File: config.mk
export PLATFORM = sky130hd
export DESIGN_NAME = plic_lite_flat
export DESIGN_NICKNAME = d
export VERILOG_FILES = /design/src/rtl/plic_lite_if.sv /design/src/rtl/plic_lite.sv /design/src/flat_wrapper.sv
export SDC_FILE = /design/constraint.sdc
export NUM_CORES = 1
export LEC_CHECK = 0
export CAP_MARGIN = 20
export CORE_ASPECT_RATIO = 0.7
export CORE_MARGIN = 1
export CORE_UTILIZATION = 45
export CTS_CLUSTER_DIAMETER = 60
export DETAILED_ROUTE_END_ITERATION = 10
export PLACE_DENSITY = 0.73
export SETUP_SLACK_MARGIN = 0.3
export SYNTH_ARGS = -nofsm -noshare
export SYNTH_HDL_FRONTEND = slang
export SYNTH_SLANG_ARGS = --single-unit
export TNS_END_PERCENT = 10
File: constraint.sdc
create_clock -name clk -period 11.34 [get_ports clk]
set_input_delay 2.835 -clock clk [delete_from_list [all_inputs] [get_ports clk]]
set_output_delay 2.835 -clock clk [all_outputs]
set_load 0.005 [all_outputs]
File: src/rtl/plic_lite_if.sv
// Bus window for plic_lite: chip-select, byte offset, write and read paths.
interface plic_lite_if;
  logic        sel;
  logic [7:0]  bus_address;
  logic [63:0] bus_write_data;
  logic        bus_write_enable;
  logic        bus_read_enable;
  logic [63:0] bus_read_data;

  modport master (
    output sel,
    output bus_address,
    output bus_write_data,
    output bus_write_enable,
    output bus_read_enable,
    input  bus_read_data
  );

  modport slave (
    input  sel,
    input  bus_address,
    input  bus_write_data,
    input  bus_write_enable,
    input  bus_read_enable,
    output bus_read_data
  );
endinterface

File: src/rtl/plic_lite.sv
// Lightweight platform-level interrupt controller: per-source gateway (level or rising edge),
// priority/enable/threshold arbitration and a claim/complete handshake over a 64-bit bus.
module plic_lite #(
  parameter int unsigned        NUM_SRC     = 8,
  parameter int unsigned        PRIO_W      = 3,
  parameter logic [NUM_SRC-1:0] EDGE_MASK   = '0,
  parameter int unsigned        SYNC_STAGES = 2,
  parameter int unsigned        ID_W        = 5
) (
  input  logic               clk,
  input  logic               reset,
  input  logic [NUM_SRC-1:0] irq_src,
  plic_lite_if.slave         bus,
  output logic               irq_out,
  output logic [ID_W-1:0]    irq_id
);

  localparam logic [4:0] WordPending   = 5'd0;
  localparam logic [4:0] WordEnable    = 5'd1;
  localparam logic [4:0] WordThreshold = 5'd2;
  localparam logic [4:0] WordClaim     = 5'd3;
  // PRIORITY[k] lives at word 8+k; with an 8-bit window only k < 24 is reachable.
  localparam int         WordPrioBase  = 8;

  // ---------------------------------------------------------------------------
  // Input synchroniser
  // ---------------------------------------------------------------------------
  logic [NUM_SRC-1:0] src_s;

  generate
    if (SYNC_STAGES == 0) begin : g_nosync
      assign src_s = irq_src;
    end else begin : g_sync
      logic [NUM_SRC-1:0] sync_q [SYNC_STAGES];

      // Shift raw requests through SYNC_STAGES flops.
      always_ff @(posedge clk or posedge reset) begin
        if (reset) begin
          for (int i = 0; i < int'(SYNC_STAGES); i++) sync_q[i] <= '0;
        end else begin
          sync_q[0] <= irq_src;
          for (int i = 1; i < int'(SYNC_STAGES); i++) sync_q[i] <= sync_q[i-1];
        end
      end

      assign src_s = sync_q[SYNC_STAGES-1];
    end
  endgenerate

  // ---------------------------------------------------------------------------
  // State
  // ---------------------------------------------------------------------------
  logic [NUM_SRC-1:0] pending_q, pending_d;
  logic [NUM_SRC-1:0] in_service_q, in_service_d;
  logic [NUM_SRC-1:0] deferred_q, deferred_d;
  logic [NUM_SRC-1:0] src_prev_q;
  logic [NUM_SRC-1:0] enable_q;
  logic [PRIO_W-1:0]  threshold_q;
  logic [PRIO_W-1:0]  prio_q [NUM_SRC];
  logic               rd_prev_q, wr_prev_q;
  logic [63:0]        rdata_q, rdata_d;
  logic               irq_out_q;
  logic [ID_W-1:0]    irq_id_q;

  // ---------------------------------------------------------------------------
  // Bus strobes and decode
  // ---------------------------------------------------------------------------
  logic       rd_act, wr_act, rd_fire, wr_fire;
  logic [4:0] word;
  logic [ID_W-1:0] cmp_id;

  assign rd_act  = bus.sel & bus.bus_read_enable;
  assign wr_act  = bus.sel & bus.bus_write_enable;
  // Side-effects only on the first cycle of a held strobe.
  assign rd_fire = rd_act & ~rd_prev_q;
  assign wr_fire = wr_act & ~wr_prev_q;
  assign word    = bus.bus_address[7:3];
  assign cmp_id  = bus.bus_write_data[ID_W-1:0];

  logic unused_bus_bits;
  assign unused_bus_bits = ^{bus.bus_address[2:0], bus.bus_write_data};

  // ---------------------------------------------------------------------------
  // Eligibility and arbitration
  // ---------------------------------------------------------------------------
  logic [NUM_SRC-1:0] eligible;
  logic [ID_W-1:0]    win_id;
  logic [PRIO_W-1:0]  win_prio;

  // Highest priority wins; strict compare keeps the lowest ID on ties.
  always_comb begin
    eligible = '0;
    win_id   = '0;
    win_prio = '0;
    for (int k = 0; k < int'(NUM_SRC); k++) begin
      eligible[k] = pending_q[k] & enable_q[k] & (prio_q[k] > threshold_q);
      if (eligible[k] && (prio_q[k] > win_prio)) begin
        win_id   = ID_W'(k + 1);
        win_prio = prio_q[k];
      end
    end
  end

  // ---------------------------------------------------------------------------
  // Gateway next state
  // ---------------------------------------------------------------------------
  logic               claim_fire;
  logic [NUM_SRC-1:0] claim_mask, cmp_mask;
  logic [NUM_SRC-1:0] rise, set_now, defer_set, defer_move;

  assign claim_fire = rd_fire && (word == WordClaim) && (win_id != '0);

  // Decode the claim winner and a valid complete into per-source masks.
  always_comb begin
    claim_mask = '0;
    cmp_mask   = '0;
    for (int k = 0; k < int'(NUM_SRC); k++) begin
      claim_mask[k] = claim_fire && (win_id == ID_W'(k + 1));
      cmp_mask[k]   = wr_fire && (word == WordClaim) && (cmp_id == ID_W'(k + 1))
                      && in_service_q[k];
    end
  end

  // Edges during service collapse into deferred, released once service ends.
  always_comb begin
    rise         = src_s & ~src_prev_q;
    set_now      = ~in_service_q & ((EDGE_MASK & rise) | (~EDGE_MASK & src_s));
    defer_set    = in_service_q & EDGE_MASK & rise;
    defer_move   = deferred_q & ~in_service_q;
    pending_d    = (pending_q | set_now | defer_move) & ~claim_mask;
    deferred_d   = (deferred_q & ~defer_move) | defer_set;
    in_service_d = (in_service_q | claim_mask) & ~cmp_mask;
  end

  // Gateway and handshake state registers.
  always_ff @(posedge clk or posedge reset) begin
    if (reset) begin
      pending_q    <= '0;
      in_service_q <= '0;
      deferred_q   <= '0;
      src_prev_q   <= '0;
      rd_prev_q    <= 1'b0;
      wr_prev_q    <= 1'b0;
    end else begin
      pending_q    <= pending_d;
      in_service_q <= in_service_d;
      deferred_q   <= deferred_d;
      src_prev_q   <= src_s;
      rd_prev_q    <= rd_act;
      wr_prev_q    <= wr_act;
    end
  end

  // ---------------------------------------------------------------------------
  // Configuration registers
  // ---------------------------------------------------------------------------
  // Software writes to ENABLE, THRESHOLD and PRIORITY, truncated to field width.
  always_ff @(posedge clk or posedge reset) begin
    if (reset) begin
      enable_q    <= '0;
      threshold_q <= '0;
      for (int k = 0; k < int'(NUM_SRC); k++) prio_q[k] <= '0;
    end else if (wr_fire) begin
      if (word == WordEnable)    enable_q    <= bus.bus_write_data[NUM_SRC-1:0];
      if (word == WordThreshold) threshold_q <= bus.bus_write_data[PRIO_W-1:0];
      for (int k = 0; k < int'(NUM_SRC); k++) begin
        if (int'(word) == k + WordPrioBase) prio_q[k] <= bus.bus_write_data[PRIO_W-1:0];
      end
    end
  end

  // ---------------------------------------------------------------------------
  // Read path
  // ---------------------------------------------------------------------------
  logic [63:0] rd_mux;

  // Select the pre-write value of the addressed register.
  always_comb begin
    rd_mux = '0;
    case (word)
      WordPending:   rd_mux[NUM_SRC-1:0] = pending_q;
      WordEnable:    rd_mux[NUM_SRC-1:0] = enable_q;
      WordThreshold: rd_mux[PRIO_W-1:0]  = threshold_q;
      WordClaim:     rd_mux[ID_W-1:0]    = win_id;
      default: begin
        for (int k = 0; k < int'(NUM_SRC); k++) begin
          if (int'(word) == k + WordPrioBase) rd_mux[PRIO_W-1:0] = prio_q[k];
        end
      end
    endcase
  end

  // Capture on the first strobe cycle, hold while held, zero otherwise.
  always_comb begin
    rdata_d = '0;
    if (rd_fire)     rdata_d = rd_mux;
    else if (rd_act) rdata_d = rdata_q;
  end

  // Registered read data and interrupt outputs.
  always_ff @(posedge clk or posedge reset) begin
    if (reset) begin
      rdata_q   <= '0;
      irq_out_q <= 1'b0;
      irq_id_q  <= '0;
    end else begin
      rdata_q   <= rdata_d;
      irq_out_q <= (win_id != '0);
      irq_id_q  <= win_id;
    end
  end

  assign bus.bus_read_data = rdata_q;
  assign irq_out           = irq_out_q;
  assign irq_id            = irq_id_q;

endmodule
File: src/flat_wrapper.sv
// flat-port wrapper written by rule: the top's interface ports become plain ports
module plic_lite_flat 
#(
  parameter int unsigned        NUM_SRC     = 8,
  parameter int unsigned        PRIO_W      = 3,
  parameter logic [NUM_SRC-1:0] EDGE_MASK   = '0,
  parameter int unsigned        SYNC_STAGES = 2,
  parameter int unsigned        ID_W        = 5
)
  (clk, reset, irq_src, irq_out, irq_id, bus_sel, bus_bus_address, bus_bus_write_data, bus_bus_write_enable, bus_bus_read_enable, bus_bus_read_data);
  plic_lite_if bus_i ();
  input  logic clk;
  input  logic reset;
  input  logic [NUM_SRC-1:0] irq_src;
  output logic irq_out;
  output logic [ID_W-1:0] irq_id;
  input wire logic [$bits(bus_i.sel)-1:0] bus_sel;
  input wire logic [$bits(bus_i.bus_address)-1:0] bus_bus_address;
  input wire logic [$bits(bus_i.bus_write_data)-1:0] bus_bus_write_data;
  input wire logic [$bits(bus_i.bus_write_enable)-1:0] bus_bus_write_enable;
  input wire logic [$bits(bus_i.bus_read_enable)-1:0] bus_bus_read_enable;
  output wire logic [$bits(bus_i.bus_read_data)-1:0] bus_bus_read_data;
  assign bus_i.sel = bus_sel;
  assign bus_i.bus_address = bus_bus_address;
  assign bus_i.bus_write_data = bus_bus_write_data;
  assign bus_i.bus_write_enable = bus_bus_write_enable;
  assign bus_i.bus_read_enable = bus_bus_read_enable;
  assign bus_bus_read_data = bus_i.bus_read_data;
  plic_lite #(.NUM_SRC(NUM_SRC), .PRIO_W(PRIO_W), .EDGE_MASK(EDGE_MASK), .SYNC_STAGES(SYNC_STAGES), .ID_W(ID_W)) u_core (.clk(clk), .reset(reset), .irq_src(irq_src), .bus(bus_i), .irq_out(irq_out), .irq_id(irq_id));
endmodule
==> results of run 1 <==
flip-flops by register name, summed over array words and instances (netlist names):
register	count
u_core.pending_q	8
u_core.irq_id	4
u_core.prio_q	24
u_core.enable_q	8
u_core.rd_prev_q	1
u_core.g_sync.sync_q	8
u_core.wr_prev_q	1
u_core.src_s	8
u_core.in_service_q	8
u_core.threshold_q	3
u_core.deferred_q	8
u_core.irq_out	1
u_core.bus.bus_read_data	8
final cells by class:
| cell class | instances | area, sq um | area share [%] |
|---|---|---|---|
| multi-input combinational | 462 | 3050 | 47.24 |
| inverter | 27 | 102.6 | 1.589 |
| clock inverter | 7 | 92.59 | 1.434 |
| clock buffer | 9 | 225.2 | 3.488 |
| tap | 157 | 196.4 | 3.042 |
| sequential | 90 | 2252 | 34.88 |
| timing repair buffer | 59 | 538.0 | 8.332 |
worst paths after layout:
| kind | from | endpoint | slack (ns) | cells after the start |
|---|---|---|---|---|
| max | u_core.prio_q[23] | u_core.pending_q[3] | 0.88 | 51 |
| min | u_core.g_sync.sync_q[8] | u_core.src_s[0] | 0.35 | 0 |
| max reg2reg | u_core.prio_q[23] | u_core.pending_q[3] | 0.88 | 51 |
| min reg2reg | u_core.g_sync.sync_q[8] | u_core.src_s[0] | 0.35 | 0 |
| max in group asynchronous | reset | u_core.prio_q[17] | 7.37 | 3 |
| min in group asynchronous | reset | u_core.src_s[3] | 2.86 | 2 |
logic make-up after synthesis:
logic type      synth area share (%)
compound gates                 14.60
other cells                  0.06672
mux                            8.615
buf+inv                        10.33
fa+ha+maj                      9.127
simple gates                   17.19
flops                          40.07
cells in the final DEF (no fill, tap or decap), types with 5 or more instances in the layout:
cell             Yosys  routed
a21oi_1             29      27
and2_1              12      12
buf_4               57      21
clkbuf_16            0       9
clkdlybuf4s50_1      0      38
conb_1               1      57
dfrtp_1             90      90
ha_1                41      41
inv_1               27      25
mux2_2              31      31
mux2i_1             12      12
nand2_1             54      54
nand3_1             25      23
nand4_1              5       5
nor2_1              57      56
nor3_1              10      10
o211ai_1             6       6
o21ai_0             30      30
o21ai_1              5       5
worst max-delay path, delay by kind of cell (launching register included):
family	cells	cell delay [ns]
AND/OR/NAND/NOR	25	3.12
adder cells (fa/ha/maj)	8	2.41
AO/OA/AOI/OAI	11	2.25
multiplexers	5	1.77
flip-flops	1	0.45
buffers and inverters	2	0.30
routing by layer:
| layer | GRT usage (%) | share of wire (%) | vias up | wire length [um] |
|---|---|---|---|---|
| met2 | 35.46 | 42 | 207 | 6332 |
| met4 | 7.397 | 1.8 | 0 | 270 |
| met1 | 34.79 | 47 | 2230 | 6984 |
| li1 | - | - | 2115 | - |
| met5 | 0 | 0 | - | 0 |
| met3 | 7.230 | 9.1 | 27 | 1360 |
stage by stage:
| step | power [mW] | util (%) | instances | instance area [sq um] | hold WS [ns] |
|---|---|---|---|---|---|
| 3_5_place_dp | 0.5504 | 51.06 | 795 | 6093 | 0.3371 |
| 4_1_cts | 0.8749 | 53.73 | 811 | 6411 | 0.3521 |
| 2_1_floorplan | 0.4960 | - | 649 | 5831 | 0.3312 |
| 3_3_place_gp | 0.5383 | 51.06 | 795 | 6093 | 0.3322 |
| 5_1_grt | 0.9184 | 54.12 | 811 | 6457 | 0.3534 |
| 6_report | 0.8732 | 54.12 | 811 | 6457 | 0.3490 |
power breakdown:
part,switching [mW],internal [mW]
Sequential,0.0244,0.342
Combinational,0.105,0.0787
Clock,0.145,0.178
timing repair:
item / CTS / global route
hold buffers: 0 / 0
endpoints found under the setup margin: 0 / 23
gates resized for setup: 0 / 10
==> results.md, run 1 <==
* Cell taking the most area after synthesis: dfrtp_1
* Startpoint types: register
* HP Class: reg -> reg
* Via count at 4,579
* Final Hold Fails at 0
* RSZ-0062 raised after global routing: no
* Clock sinks at 90
* Skew-Pair Late Insertion Delay at 0.35 ns
* Die W at 135.6 um
* Post-synthesis sequential area ratio at 40.07%
* Pins Over Slew Limit at 0
* WP data required at 11.58 ns
* Die span in y at 95.51 um
* Bufs on Longest Clock Path at 2
* Largest net degree at the start of global routing at 53
* TNS Setup at 0 ns
* Slew margin rel. at 45.57%
* DR vias/cell at 5.646
* Worst-path cell with the longest stage delay: dfrtp_1
* Pleak at 2.997 nW
* DR WL/cell at 18.43 um
* Post-route minimum period at 10.46 ns
* Root Driver: clkbuf_16
* Final-stage net count at 775
* Setup Crit Path Kind: reg -> reg
* Crit-path most repeated cell: ha_1
* Routed WL at 14,950 um
* Final worst slack at 0.8780 ns
* Num rows at 33
* Post-CTS setup buffers at 0
* Post-synth EDFFs at 0
* Core area at 11,930 sq um
* Routed Antenna Nets at 0
* Final-report setup violation count at 0
* Grt ovf at 0
* CP peak stage delay at 0.45 ns
* DR DRC count at 0
* Critical Path Sink Type: register
* Netlist Area Pre-Place at 5620 sq um
* # H-tree levels at 3
* Period utilization at 92.26%
* Peak supply drop at 0.0001047 V
* Syn. warnings at 0
* CTS clk-pin slew, worst paths at 0.07 ns
* Ys flop type: dfrtp_1
* GRT Util Overall at 24.46%
* Worst-margin pin slew at 0.8097 ns
* Die area at 12,950 sq um
* First-pass GRT wire length at 23,320 um
* Drt first pass iters at 5
* Area grow syn2layout at 14.89%
* Yosys top cell area share at 40.07%
* Gpl congestion at 0.9005
* Ys async rst share at 100.0%
* Crit path DAT at 10.70 ns
* Yosys cell types at 66
* Port Buffers at 38
* Diode count at 0
* Top area cells in the synthesized netlist: dfrtp_1 40%, ha_1 9.1%, buf_4 7.6%
* Number of global-route vias before repair at 4,358
* I/O pin cnt at 155
* Iter 0 DRT Violations at 323
* Syn Inst Count at 593
* Dpl ws at 0.4532 ns
* Power Dens Cells at 135.2 nW/um^2
* Number of synthesized register bits at 90
* Max_cap viols at 0
* Starting Density at 47.10%
* Max Clock Freq at 0.09558 GHz
* Dpl hpwl at 11,360 um
* Top post-synthesis cells by count: 90 x dfrtp_1, 57 x buf_4, 57 x nor2_1, 54 x nand2_1, 41 x ha_1
* TritonCTS Buffers at 9
* Leading cell type by number of instances after synthesis: dfrtp_1
* Initial antenna violation count at 0
* Status: finished, final reports clean
* Fillcell total at 1,074
* Crit path max fanout at 8
* Syn_area_per_cell at 9.478 sq um
* CTS tree: yes
* Clock skew at 0.005370 ns
* Share of cells above drive strength 1 at 14.53%
(Power assumes the default switching activity.)
==> inputs of run 2 (changes only) <==
Settings changed: CORE_MARGIN 1 to 5, CTS_BUF_LIST set to sky130_fd_sc_hd__clkbuf_4 sky130_fd_sc_hd__clkbuf_8 sky130_fd_sc_hd__clkbuf_16.
==> run 2 against run 1 <==
Compared with the run above:
- sequential power about the same
- wire length rose by 0.52%
- sequential share of layout area about the same
- count of clock-buffer cells in the layout did not move
- setup slack worse by 0.048 ns
- utilization shrank 1.8 points
- total power is 2.7% lower
- clock skew rose by 0.0034 ns
- critical endpoint unchanged
- largest power group unchanged
==> results.md, run 2 (same netlist as run 1, synthesis figures left out) <==
* Status: finished, final reports clean (unchanged)
* WP data required at 11.58 ns (about the same)
* Crit-path most repeated cell: ha_1 (unchanged)
* Diode count at 0 (unchanged)
* CTS clk-pin slew, worst paths at 0.07 ns (about the same)
* Number of global-route vias before repair at 4,451 (was 4,358)
* Pins Over Slew Limit at 0 (unchanged)
* Drt first pass iters at 5 (unchanged)
* Routed WL at 15,020 um (was 14,950 um)
* RR Startpoint: u_core.prio_q[23] (unchanged)
* Max Clock Freq at 0.09515 GHz (was 0.09558 GHz)
* DR WL/cell at 18.41 um (was 18.43 um)
* Num rows at 34 (was 33)
* Dpl hpwl at 11,610 um (was 11,360 um)
* Core area at 12,340 sq um (was 11,930 sq um)
* Min-Delay Startpoint: u_core.g_sync.sync_q[13] (was u_core.g_sync.sync_q[8])
* DR DRC count at 0 (unchanged)
* Critical Path Sink Type: register (unchanged)
* Die W at 143.6 um (was 135.6 um)
* Post-route minimum period at 10.51 ns (was 10.46 ns)
* Dpl ws at 0.3994 ns (was 0.4532 ns)
* TritonCTS Buffers at 9 (unchanged)
* Most common cell after layout, fill and taps aside: dfrtp_1 (unchanged)
* I/O pin cnt at 155 (unchanged)
* First-pass GRT wire length at 23,980 um (was 23,320 um)
* Crit path max fanout at 8 (unchanged)
* Pleak at 2.989 nW (was 2.997 nW)
* Clock skew at 0.008797 ns (was 0.005370 ns)
* Root Driver: clkbuf_16 (unchanged)
* Grt ovf at 0 (unchanged)
* Largest net degree at the start of global routing at 59 (was 53)
* DR vias/cell at 5.542 (was 5.646)
* Largest Register: u_core.prio_q (unchanged)
* Final Util at 52.27% (was 54.12%)
* Final Hold Fails at 0 (unchanged)
* Worst-path cell with the longest stage delay: dfrtp_1 (unchanged)
* Iter 0 DRT Violations at 415 (was 323)
* Skew-Pair Late Insertion Delay at 0.35 ns (about the same)
* Die area at 14,860 sq um (was 12,950 sq um)
* Internal reg-to-reg setup slack at 0.83 ns (was 0.88 ns)
* Hold Path Stages at 0 (unchanged)
* Area grow syn2layout at 14.74% (was 14.89%)
* Share of cells above drive strength 1 at 14.98% (was 14.53%)
* HP Class: reg -> reg (unchanged)
* RSZ-0062 raised after global routing: no (unchanged)
* Final worst slack at 0.8298 ns (was 0.8780 ns)
* Power Dens Cells at 131.7 nW/um^2 (was 135.2 nW/um^2)
* Period utilization at 92.68% (was 92.26%)
* Via count at 4,522 (was 4,579)
* Worst-margin pin slew at 0.8533 ns (was 0.8097 ns)
* Final-report setup violation count at 0 (unchanged)
* Port Buffers at 38 (unchanged)
* Final-stage net count at 775 (unchanged)
* Starting Density at 45.56% (was 47.10%)
* Peak supply drop at 0.00007025 V (was 0.0001047 V)
* Largest register FFs at 24 (unchanged)
* Gpl congestion at 0.9375 (was 0.9005)
* Crit path DAT at 10.75 ns (was 10.70 ns)
* # H-tree levels at 3 (unchanged)
* Bufs on Longest Clock Path at 2 (unchanged)
* GRT Util Overall at 20.59% (was 24.46%)
* Hold Path End: u_core.src_s[5] (was u_core.src_s[0])
* RR Endpoint: u_core.pending_q[3] (unchanged)
* Die span in y at 103.5 um (was 95.51 um)
* Reg area at 2252 sq um (unchanged)
* CTS tree: yes (unchanged)
* Clock sinks at 90 (unchanged)
* TNS Setup at 0 ns (unchanged)
* Setup Crit Path Kind: reg -> reg (unchanged)
* Most frequent cells in the layout: 90 x dfrtp_1, 57 x conb_1, 56 x nor2_1 (unchanged)
* Initial antenna violation count at 0 (unchanged)
* Slew margin rel. at 42.64% (was 45.57%)
* Startpoint types: register (unchanged)
* Fillcell total at 1,107 (was 1,074)
* CP peak stage delay at 0.45 ns (about the same)
* Area of the multi-input gates at 3059 sq um (was 3050 sq um)
* R2R cell count at 49 (was 51)
* Max_cap viols at 0 (unchanged)
* Routed Antenna Nets at 0 (unchanged)
run 2: routing by layer:
layer | vias up | GRT usage (%) | wire length [um] | share of wire [%]
li1 | 2124 | - | - | -
met1 | 2202 | 30.74 | 7029 | 47
met2 | 179 | 30.15 | 6558 | 44
met3 | 17 | 5.620 | 1288 | 8.6
met4 | 0 | 3.898 | 148 | 0.99
met5 | - | 0 | 0 | 0
run 2: how the worst max path moves through the flow:
stage / end / depth (start not counted) / from
floorplan: u_core.in_service_q[5] / 51 / u_core.threshold_q[2]
global placement: u_core.pending_q[3] / 50 / u_core.prio_q[23]
detailed placement: u_core.pending_q[3] / 50 / u_core.prio_q[22]
CTS: u_core.pending_q[3] / 50 / u_core.prio_q[22]
global route: u_core.pending_q[3] / 51 / u_core.prio_q[23]
finish: u_core.pending_q[3] / 49 / u_core.prio_q[23]
run 2: through the flow:
| stage | power [mW] | instance area [sq um] | cells | hold slack, ns |
|---|---|---|---|---|
| 2_1_floorplan | 0.4960 | 5831 | 649 | 0.3312 |
| 6_report | 0.8493 | 6449 | 816 | 0.3503 |
| 5_1_grt | 0.8936 | 6449 | 816 | 0.3605 |
| 3_3_place_gp | 0.5377 | 6100 | 800 | 0.3330 |
| 3_5_place_dp | 0.5484 | 6100 | 800 | 0.3347 |
| 4_1_cts | 0.8455 | 6394 | 816 | 0.3512 |
run 2: repair_timing:
action	in CTS	in global routing
endpoints found under the hold margin	0	0
setup buffers	0	0
resized for setup	0	13
setup endpoints to repair	0	25
hold buffers	0	0
run 2: area by class of cell:
class,count,share of cell area [%]
clock buffer,9,3.492
timing repair buffer,59,8.343
clock inverter,7,1.067
sequential,90,34.92
inverter,27,1.591
multi-input combinational,462,47.44
tap,162,3.143
run 2: critical path: cells and delay by family (launching register included):
family | cells | cell delay (ns)
muxes | 5 | 1.78
and+or+nand+nor | 21 | 2.67
buffers and inverters | 2 | 0.27
DFF | 1 | 0.45
AOI/OAI and AO/OA | 13 | 2.82
adders and majority gates | 8 | 2.41
run 2: report_power, final:
part | internal (mW) | switching [mW]
sequential | 0.342 | 0.0241
combinational | 0.0784 | 0.106
clock | 0.156 | 0.143
==> inputs of run 3 (changes only) <==
Settings changed: CTS_CLUSTER_DIAMETER 60 to unset.
==> results of run 3 <==
No change in the layout: final DEF, timing and power equal those of run 2.
